--- config.mk ---
export PLATFORM = sky130hd
export DESIGN_NAME = dcache_controller
export DESIGN_NICKNAME = d
export VERILOG_FILES = /design/src/rtl/dcache_controller.sv
export SDC_FILE = /design/constraint.sdc
export NUM_CORES = 2
export LEC_CHECK = 0
export ABC_AREA = 1
export BUFFER_PORTS_ARGS = -buffer_cell sky130_fd_sc_hd__buf_2
export CORE_AREA = 4 4 454 456
export CTS_BUF_LIST = sky130_fd_sc_hd__clkbuf_8 sky130_fd_sc_hd__clkbuf_16
export DETAILED_ROUTE_END_ITERATION = 10
export DIE_AREA = 0 0 458 460
export HOLD_SLACK_MARGIN = 0.08
export PLACE_DENSITY = 0.47
export SETUP_SLACK_MARGIN = 0.4
export SYNTH_ARGS = -nofsm -noshare
export SYNTH_HDL_FRONTEND = slang
export SYNTH_SLANG_ARGS = --single-unit
--- constraint.sdc ---
create_clock -name clk_i -period 4.1 [get_ports clk_i]
set_input_delay 0 -clock clk_i [delete_from_list [all_inputs] [get_ports clk_i]]
set_output_delay 0 -clock clk_i [all_outputs]
set_load 0.1 [all_outputs]
--- src/rtl/dcache_controller.sv ---
// Direct-mapped, write-back, write-allocate L1 data-cache controller (tags, hit/miss, refill/write-back sequencing).
// Optional DCACHE_STATS_EN adds hit_cnt_o / miss_cnt_o access counters.

`ifndef L1_INDEX_SIZE
`define L1_INDEX_SIZE 4
`endif
`ifndef L1_INDEX_MASK
`define L1_INDEX_MASK ((1 << `L1_INDEX_SIZE) - 1)
`endif
`ifndef DM_UNIT_MASK
`define DM_UNIT_MASK 255
`endif

module dcache_controller #(
    parameter int ADDR_W = 32
) (
    input  logic                      clk_i,
    input  logic                      rst_n_i,
    input  logic                      cpu_req_i,
    input  logic                      cpu_we_i,
    input  logic [ADDR_W-1:0]         cpu_addr_i,
    input  logic [31:0]               cpu_wdata_i,
    output logic [31:0]               cpu_rdata_o,
    output logic                      cpu_stall_o,
    output logic [`L1_INDEX_SIZE-1:0] sram_addr_o,
    output logic                      sram_enable_o,
    output logic                      sram_write_o,
    output logic [255:0]              sram_data_o,
    input  logic [255:0]              sram_data_i,
    output logic                      mem_enable_o,
    output logic                      mem_write_o,
    output logic [ADDR_W-1:0]         mem_addr_o,
    output logic [255:0]              mem_data_o,
    input  logic [255:0]              mem_data_i,
    input  logic                      mem_ack_i
`ifdef DCACHE_STATS_EN
    ,
    output logic [31:0]               hit_cnt_o,
    output logic [31:0]               miss_cnt_o
`endif
);

    localparam int IDX_W  = `L1_INDEX_SIZE;
    localparam int SETS   = `L1_INDEX_MASK + 1;
    localparam int LINE_W = `DM_UNIT_MASK + 1;
    localparam int TAG_W  = ADDR_W - 5 - IDX_W;

    typedef enum logic [1:0] {
        S_IDLE,
        S_WB,
        S_FILL,
        S_UPDATE
    } state_e;

    state_e state_q, state_d;

    logic [SETS-1:0]   valid_q;
    logic [SETS-1:0]   dirty_q;
    logic [TAG_W-1:0]  tag_q [SETS];
    logic [LINE_W-1:0] victim_q;
    logic [LINE_W-1:0] fill_q;

    logic [IDX_W-1:0] idx;
    logic [TAG_W-1:0] req_tag;
    logic [2:0]       word_sel;
    logic             hit;
    logic             victim_dirty;
    logic             unused_addr_bits;

    assign idx              = cpu_addr_i[5 +: IDX_W];
    assign req_tag          = cpu_addr_i[ADDR_W-1 -: TAG_W];
    assign word_sel         = cpu_addr_i[4:2];
    assign hit              = valid_q[idx] && (tag_q[idx] == req_tag);
    assign victim_dirty     = valid_q[idx] && dirty_q[idx];
    assign unused_addr_bits = ^cpu_addr_i[1:0];

    function automatic logic [LINE_W-1:0] merge_word(input logic [LINE_W-1:0] line,
                                                     input logic [2:0]        sel,
                                                     input logic [31:0]       data);
        logic [LINE_W-1:0] res;
        res              = line;
        res[sel*32 +: 32] = data;
        return res;
    endfunction

    // Outputs are gated by rst_n_i so that everything reads zero for the whole reset window,
    // even while the CPU keeps presenting a request.
    always_comb begin
        state_d       = state_q;
        cpu_rdata_o   = '0;
        cpu_stall_o   = 1'b0;
        sram_addr_o   = '0;
        sram_enable_o = 1'b0;
        sram_write_o  = 1'b0;
        sram_data_o   = '0;
        mem_enable_o  = 1'b0;
        mem_write_o   = 1'b0;
        mem_addr_o    = '0;
        mem_data_o    = '0;
        if (rst_n_i) begin
            case (state_q)
                S_IDLE: begin
                    if (cpu_req_i) begin
                        sram_enable_o = 1'b1;
                        sram_addr_o   = idx;
                        if (hit) begin
                            if (cpu_we_i) begin
                                sram_write_o = 1'b1;
                                sram_data_o  = merge_word(sram_data_i, word_sel, cpu_wdata_i);
                            end else begin
                                cpu_rdata_o = sram_data_i[word_sel*32 +: 32];
                            end
                        end else begin
                            cpu_stall_o = 1'b1;
                            state_d     = victim_dirty ? S_WB : S_FILL;
                        end
                    end
                end
                S_WB: begin
                    cpu_stall_o  = 1'b1;
                    mem_enable_o = 1'b1;
                    mem_write_o  = 1'b1;
                    mem_addr_o   = {tag_q[idx], idx, 5'b0};
                    mem_data_o   = victim_q;
                    if (mem_ack_i) state_d = S_FILL;
                end
                S_FILL: begin
                    cpu_stall_o  = 1'b1;
                    mem_enable_o = 1'b1;
                    mem_addr_o   = {req_tag, idx, 5'b0};
                    if (mem_ack_i) state_d = S_UPDATE;
                end
                S_UPDATE: begin
                    cpu_stall_o   = 1'b1;
                    sram_enable_o = 1'b1;
                    sram_write_o  = 1'b1;
                    sram_addr_o   = idx;
                    sram_data_o   = cpu_we_i ? merge_word(fill_q, word_sel, cpu_wdata_i) : fill_q;
                    state_d       = S_IDLE;
                end
                default: state_d = S_IDLE;
            endcase
        end
    end

    always_ff @(posedge clk_i or negedge rst_n_i) begin
        if (!rst_n_i) begin
            state_q  <= S_IDLE;
            valid_q  <= '0;
            dirty_q  <= '0;
            victim_q <= '0;
            fill_q   <= '0;
            for (int i = 0; i < SETS; i++) tag_q[i] <= '0;
        end else begin
            state_q <= state_d;
            case (state_q)
                S_IDLE: begin
                    if (cpu_req_i) begin
                        if (hit) begin
                            if (cpu_we_i) dirty_q[idx] <= 1'b1;
                        end else if (victim_dirty) begin
                            // The victim is read out during the miss cycle, before the refill overwrites it.
                            victim_q <= sram_data_i;
                        end
                    end
                end
                S_FILL: begin
                    if (mem_ack_i) fill_q <= mem_data_i;
                end
                S_UPDATE: begin
                    tag_q[idx]   <= req_tag;
                    valid_q[idx] <= 1'b1;
                    dirty_q[idx] <= cpu_we_i;
                end
                default: ;
            endcase
        end
    end

`ifdef DCACHE_STATS_EN
    // retry_q marks the guaranteed hit that follows UPDATE; that access was already counted as a miss.
    logic        retry_q;
    logic [31:0] hit_cnt_q;
    logic [31:0] miss_cnt_q;

    always_ff @(posedge clk_i or negedge rst_n_i) begin
        if (!rst_n_i) begin
            retry_q    <= 1'b0;
            hit_cnt_q  <= '0;
            miss_cnt_q <= '0;
        end else begin
            retry_q <= (state_q == S_UPDATE);
            if (state_q == S_IDLE && cpu_req_i) begin
                if (!hit) miss_cnt_q <= miss_cnt_q + 32'd1;
                else if (!retry_q) hit_cnt_q <= hit_cnt_q + 32'd1;
            end
        end
    end

    assign hit_cnt_o  = hit_cnt_q;
    assign miss_cnt_o = miss_cnt_q;
`endif

endmodule

Word-level counts from Yosys, hierarchy flattened. Index checks and enable logic that the tools add are counted.

Register bits after elaboration: 914. Input port bits: 581. Output and inout port bits: 585. Word-level logic and storage cells: 114.

Add/sub/neg operators: 1. Magnitude comparators: 4. Equal/unequal tests: 10. Shift operators: 3. Muxes and demuxes: 59. Bitwise operators: 4. Reduce and logical (&&, ||, !) cells: 12.

Operator list (count): 256-bit two-way mux (7); 256-bit bitwise mux (2); 256-bit case mux with 2 select lines (1); 368-bit bitwise mux (1); 32-bit by 34-bit variable shift with 256-bit output, first input constant (1); 256-bit by 9-bit indexed part select with 32-bit output (1); 32-bit by 34-bit indexed part select with 256-bit output (1); 32-bit two-way mux (6); 23-bit binary-select mux with 4-bit select (1); 23-bit demux with 4-bit select (1); 23-bit two-way mux (3); 32-bit case mux with 2 select lines (1); 16-bit two-way mux (3); 8-bit negation with 34-bit output (1); 16-bit OR (2); 16-bit case mux with 2 select lines (1); 23-bit == test (1); 16-bit bitwise mux (1); 1-bit two-way mux (16); 2-bit != test, second input constant (6); 2-bit two-way mux (5); 1-bit binary-select mux with 4-bit select (2); 4-bit two-way mux (2); 2-bit case mux with 4 select lines (1); other kinds (19) (26).

Depth between registers and ports, before layout.
Depth in word-level cells: 10. Mapped depth: 24. Depth with buffers taken out: 19.

Worst setup path before layout. OpenSTA, ideal clock, no wires.

Kind: register to output. From: register state_q[0]. To: output port sram_addr_o[0]. Arrival: 4662 ps. Required time: 4100 ps. Setup slack: -562 ps. Stages on the path, launching flop included: 10. Path through: dfrtp_1 > ha_1 > clkbuf_1 > clkbuf_1 > inv_1 > clkbuf_1 > buf_1 > a21oi_1 > inv_1 > nor2_1.

Longest elaborated chain between the ends: 3. Elaborated cells on any way between the ends: 4. Classes of those cells: 1 x eq/ne; 2 x mux; 1 x reduce/logical.

RTL lines: start, declared (RTL line 55) `state_e state_q, state_d;`; start signal, assigned (RTL line 155) `state_q <= state_d;`; 2-bit == test or 2-bit zero test (tied branches) (RTL line 101) `case (state_q)`; 4-bit case mux with 2 select lines (*) (RTL line 101); 4-bit two-way mux (*) (RTL line 100) `if (rst_n_i) begin`; end, declared (RTL line 25) `` output logic [`L1_INDEX_SIZE-1:0] sram_addr_o, ``.

Every way passes the cells marked *; elsewhere a longest branch is shown, timed or not.

Worst setup path after layout.
From: register tag_q[159] in the netlist's numbering. To: output port sram_data_o[220].

Longest elaborated chain between the ends: 9.

RTL lines: start, declared (RTL line 59) `logic [TAG_W-1:0] tag_q [SETS];`; start signal, assigned by index (RTL line 171) `tag_q[idx] <= req_tag;`; 23-bit binary-select mux with 4-bit select (RTL line 73) `assign hit = valid_q[idx] && (tag_q[idx] == req_tag);`; 23-bit two-way mux (implied by the code) (2 in a row) (RTL line 73); 23-bit == test (RTL line 73); 1-bit logical AND (RTL line 73); 256-bit two-way mux (RTL line 106) `if (hit) begin`; 256-bit two-way mux (RTL line 103) `if (cpu_req_i) begin`; 256-bit case mux with 2 select lines (RTL line 101); 256-bit two-way mux (RTL line 100); end, declared (RTL line 28) `output logic [255:0] sram_data_o,`.

No other way between the ends. The select of a mux whose other input is x is not followed.

==> flow_summary.toml <==
[outcome]
status = "completed"

[timing]
timing.final.setup_violations = 0
finalHoldViolations = 0
max_freq_mhz = 266.9
relSlewSlack = 0.05895
rsz0062_at_grt = "yes"
portion_of_the_clock_cycle_consumed_by_the_worst_path_in_the_final_layout = 0.9137
fin_worst_skew_ps = 104.6
tightest_slew_ps = 1406
final-max-slew-violation-count = 0
final.setup.tns_ps = 0
post-route-min-period_ps = 3746

[floorplan]
floorplan.initialDensity = 0.2711
die-area_um2 = 210700
floorplan.die.height_um = 460
core.rowCount = 165
die-width_um = 458
design.core.area_um2 = 201700
ioPinCount = 1166

[min_path]
hold_path.class = "input pin to flip-flop"
min_delay_path_depth = 3
hold_path_startpoint = "mem_data_i[65]"
holdPathEnd = "fill_q[65]"

[place]
portBuffers = 1158
dpl-instance-area_um2 = 70540
post-dp-hpwl_um = 298600
dp.cells = 11247
globalplace.congestion = 0.9872

[finish]
drive_above_1_share = 0.2510
area.growth.synth_to_final_pct = 58.65
final_nets = 10263
layoutNonFillerInstCount = 12521
post-route-util = 0.4301
final_cell_area_um2 = 86750

[critical_path]
ff2ff_path_depth = 20
capture_instance_of_the_worst_register_to_register_path = "victim_q[104]"
startpoint_type = "flip-flop"
required_ps = 4100
worstSetupPathType = "flip-flop to output pin"
worst_r2r_startpoint = "tag_q[200]"
reg2reg_setup_slack_ps = 610
critical_path.max_fanout = 8
critPathLaunch = "tag_q[159]"
crit_arrival_ps = 3750
crit_path_end_kind = "output pin"

[synthesis]
yosys_warnings = 0
post_synth_instance_area_um2 = 54680
ys_seq_elements = 914
synth_commonest_cells = "2204 x nand2_1, 983 x nor2_1, 914 x dfrtp_1"
netlist_instances = 7787
yosysMostFrequentCell = "nand2_1"
netlist_cell_types = 33
synth_enable_flop_cells = 0
synth_area_per_cell_um2 = 7.022
synth.area.top_cells = "dfrtp_1 42%, nand2_1 15%, nor2_1 6.7%, o21ai_0 6.1%, a21oi_1 5.8%"
yosysTopAreaCellShare = 0.4183
ys_seq_area_frac = 0.4183
synth_top_cell_by_area = "dfrtp_1"
synth_ff_type = "dfrtp_1"
ys_async_sr_fraction = 1.000

[route]
ant_nets = 0
vias = 67624
wire_per_inst_um = 32.64
remaining_drc_errors = 0
totalWireLength_um = 408700
via_count_normalized_by_instance_count = 5.401
detail_route.first_pass.iterations = 6
detail_route.iter0.violations = 8491

[power]
vdd_ir_drop_max_v = 0.0005136
power.combinational.fraction = 0.434
power.share.sequential = 0.337
p_leak_nw = 38.91
intPower_w = 0.02614
switching_power_w = 0.02055
design_power_total_w = 0.04668
p_clk_frac = 0.230
powerDensity_nw_per_um2 = 538.1
swShare = 0.4401

[grt]
grt_start_max_net_pins = 169
grt_antenna_before_repair = 128
grtUsageMet2 = 0.5615
first_global_vias = 62829
met3_usage = 0.1148
grtUsageMet1 = 0.4364
global_route.peak_usage_layer = "met2"
grt_overflow_total = 0
gr-usage-all-layers = 0.3649
grt_first_pass_wirelength_um = 534200

[clocking]
cts_root_buffer = "clkbuf_16"
clock_latency_of_the_later_clocked_register_in_the_worst_skew_pair_ps = 850
clkSinkCount = 914
maximum_clock_insertion_buffer_count = 3
cts-htree-levels = 3
path_clk_slew_ps = 60
cts_made_buffers = 112
cts_tree = "done"

[run]
cap_viol_max_count = 0
-- cell type report --
cell class | count | area, µm²
diodes | 89 | 222.7
clock buffers | 133 | 3092
clock inverters | 69 | 807.0
fillers | 20467 | 114900
inverters | 515 | 1968
multi-input cells | 5706 | 29200
flip-flops and latches | 914 | 22870
well taps | 2672 | 3343
repair buffers | 2422 | 25240
repair inverters | 1 | 8.758
-- cells in the final DEF (no fill, tap or decap), types with 10 or more instances in the layout --
cell,netlist,routed
nand2_1,2204,2161
nor2_1,983,936
dfrtp_1,914,914
dlygate4sd3_1,0,898
buf_2,128,763
o21ai_0,665,665
inv_1,499,510
buf_12,0,462
a21oi_1,638,443
nand4_1,358,358
mux2_2,255,255
buf_4,13,215
nand3_1,234,176
a21oi_2,0,133
clkbuf_16,0,131
or2_2,107,107
diode_2,0,89
nor3_1,68,68
a21oi_4,0,62
a22oi_1,58,58
nand3_2,1,47
o211ai_1,42,42
nand2_2,2,40
buf_6,1,37
nor2_2,0,34
o22ai_1,30,30
clkinv_2,0,21
clkbuf_8,0,21
buf_16,0,19
nor2_4,4,17
o221ai_1,17,17
bufinv_16,0,12
nand3_4,0,12
inv_2,9,11
o21ai_1,19,10
-- worst max path at each step --
| stage | to | slack (ps) | cells past startpoint |
|---|---|---|---|
| after floorplan | sram_addr_o[0] | 100 | 9 |
| final | sram_data_o[220] | 350 | 18 |
| after global routing | sram_data_o[196] | 290 | 18 |
| after CTS | sram_data_o[220] | 310 | 17 |
| after detailed placement | sram_data_o[205] | 260 | 20 |
| after global placement | sram_data_o[208] | 240 | 20 |
-- flip-flops by register name, summed over array words and instances (netlist names) --
signal	flops
tag_q	368
valid_q	16
state_q	2
fill_q	256
dirty_q	16
victim_q	256
-- worst max-delay path: stages, from the launching register on --
cell	delay [ps]
dfrtp_1	390
nand2_1	70
nand2_1	60
nand2_1	50
nand3_1	70
nand2_1	80
nand2_2	80
o21ai_4	220
nand4_1	170
nor2_1	140
nand2_2	80
nor2_4	150
buf_6	120
buf_12	160
buf_16	180
nand3_1	140
a21oi_4	300
buf_6	200
buf_12	180
-- kinds of logic after synthesis --
logic type               share of synthesized area
AND/OR/NAND/NOR                             0.3013
AO/OA/AOI/OAI                               0.1412
buffers and inverters                      0.08434
flip-flops                                  0.4183
multiplexers                               0.05251
adder cells (fa/ha/maj)                   0.002288
other                                   0.00006858
-- repair_timing --
| item | 4_1_cts | 5_1_grt |
|---|---|---|
| pin swaps | 9 | 102 |
| setup endpoints to repair | 248 | 276 |
| endpoints found under the hold margin | 1162 | 0 |
| cloned | 11 | 24 |
| hold buffers | 899 | 0 |
| setup buffers | 11 | 38 |
| gates resized for setup | 89 | 275 |
-- layer usage --
| metal | wire (µm) | share of wire |
|---|---|---|
| met1 | 153300 | 0.38 |
| met2 | 179400 | 0.44 |
| met3 | 43380 | 0.11 |
| met4 | 32460 | 0.079 |
| met5 | 158 | 0.00039 |
-- through the flow --
stage	worst slack (ps)	hold WS, ps
4_1_cts	305.3	80.10
3_5_place_dp	259.2	-133.8
3_3_place_gp	235.6	-133.9
6_report	354.0	115.9
2_1_floorplan	103.4	-295.6
5_1_grt	294.2	99.13
-- power groups by stage --
stage,combinational [W],clock [W],sequential (W)
after floorplan,0.0124,0,0.0148
after global placement,0.0183,0,0.0156
after detailed placement,0.0185,0,0.0157
after CTS,0.0196,0.0108,0.0156
after global routing,0.0217,0.0112,0.0161
final,0.0202,0.0107,0.0157
Note: power is estimated with default switching activity, not from simulation.
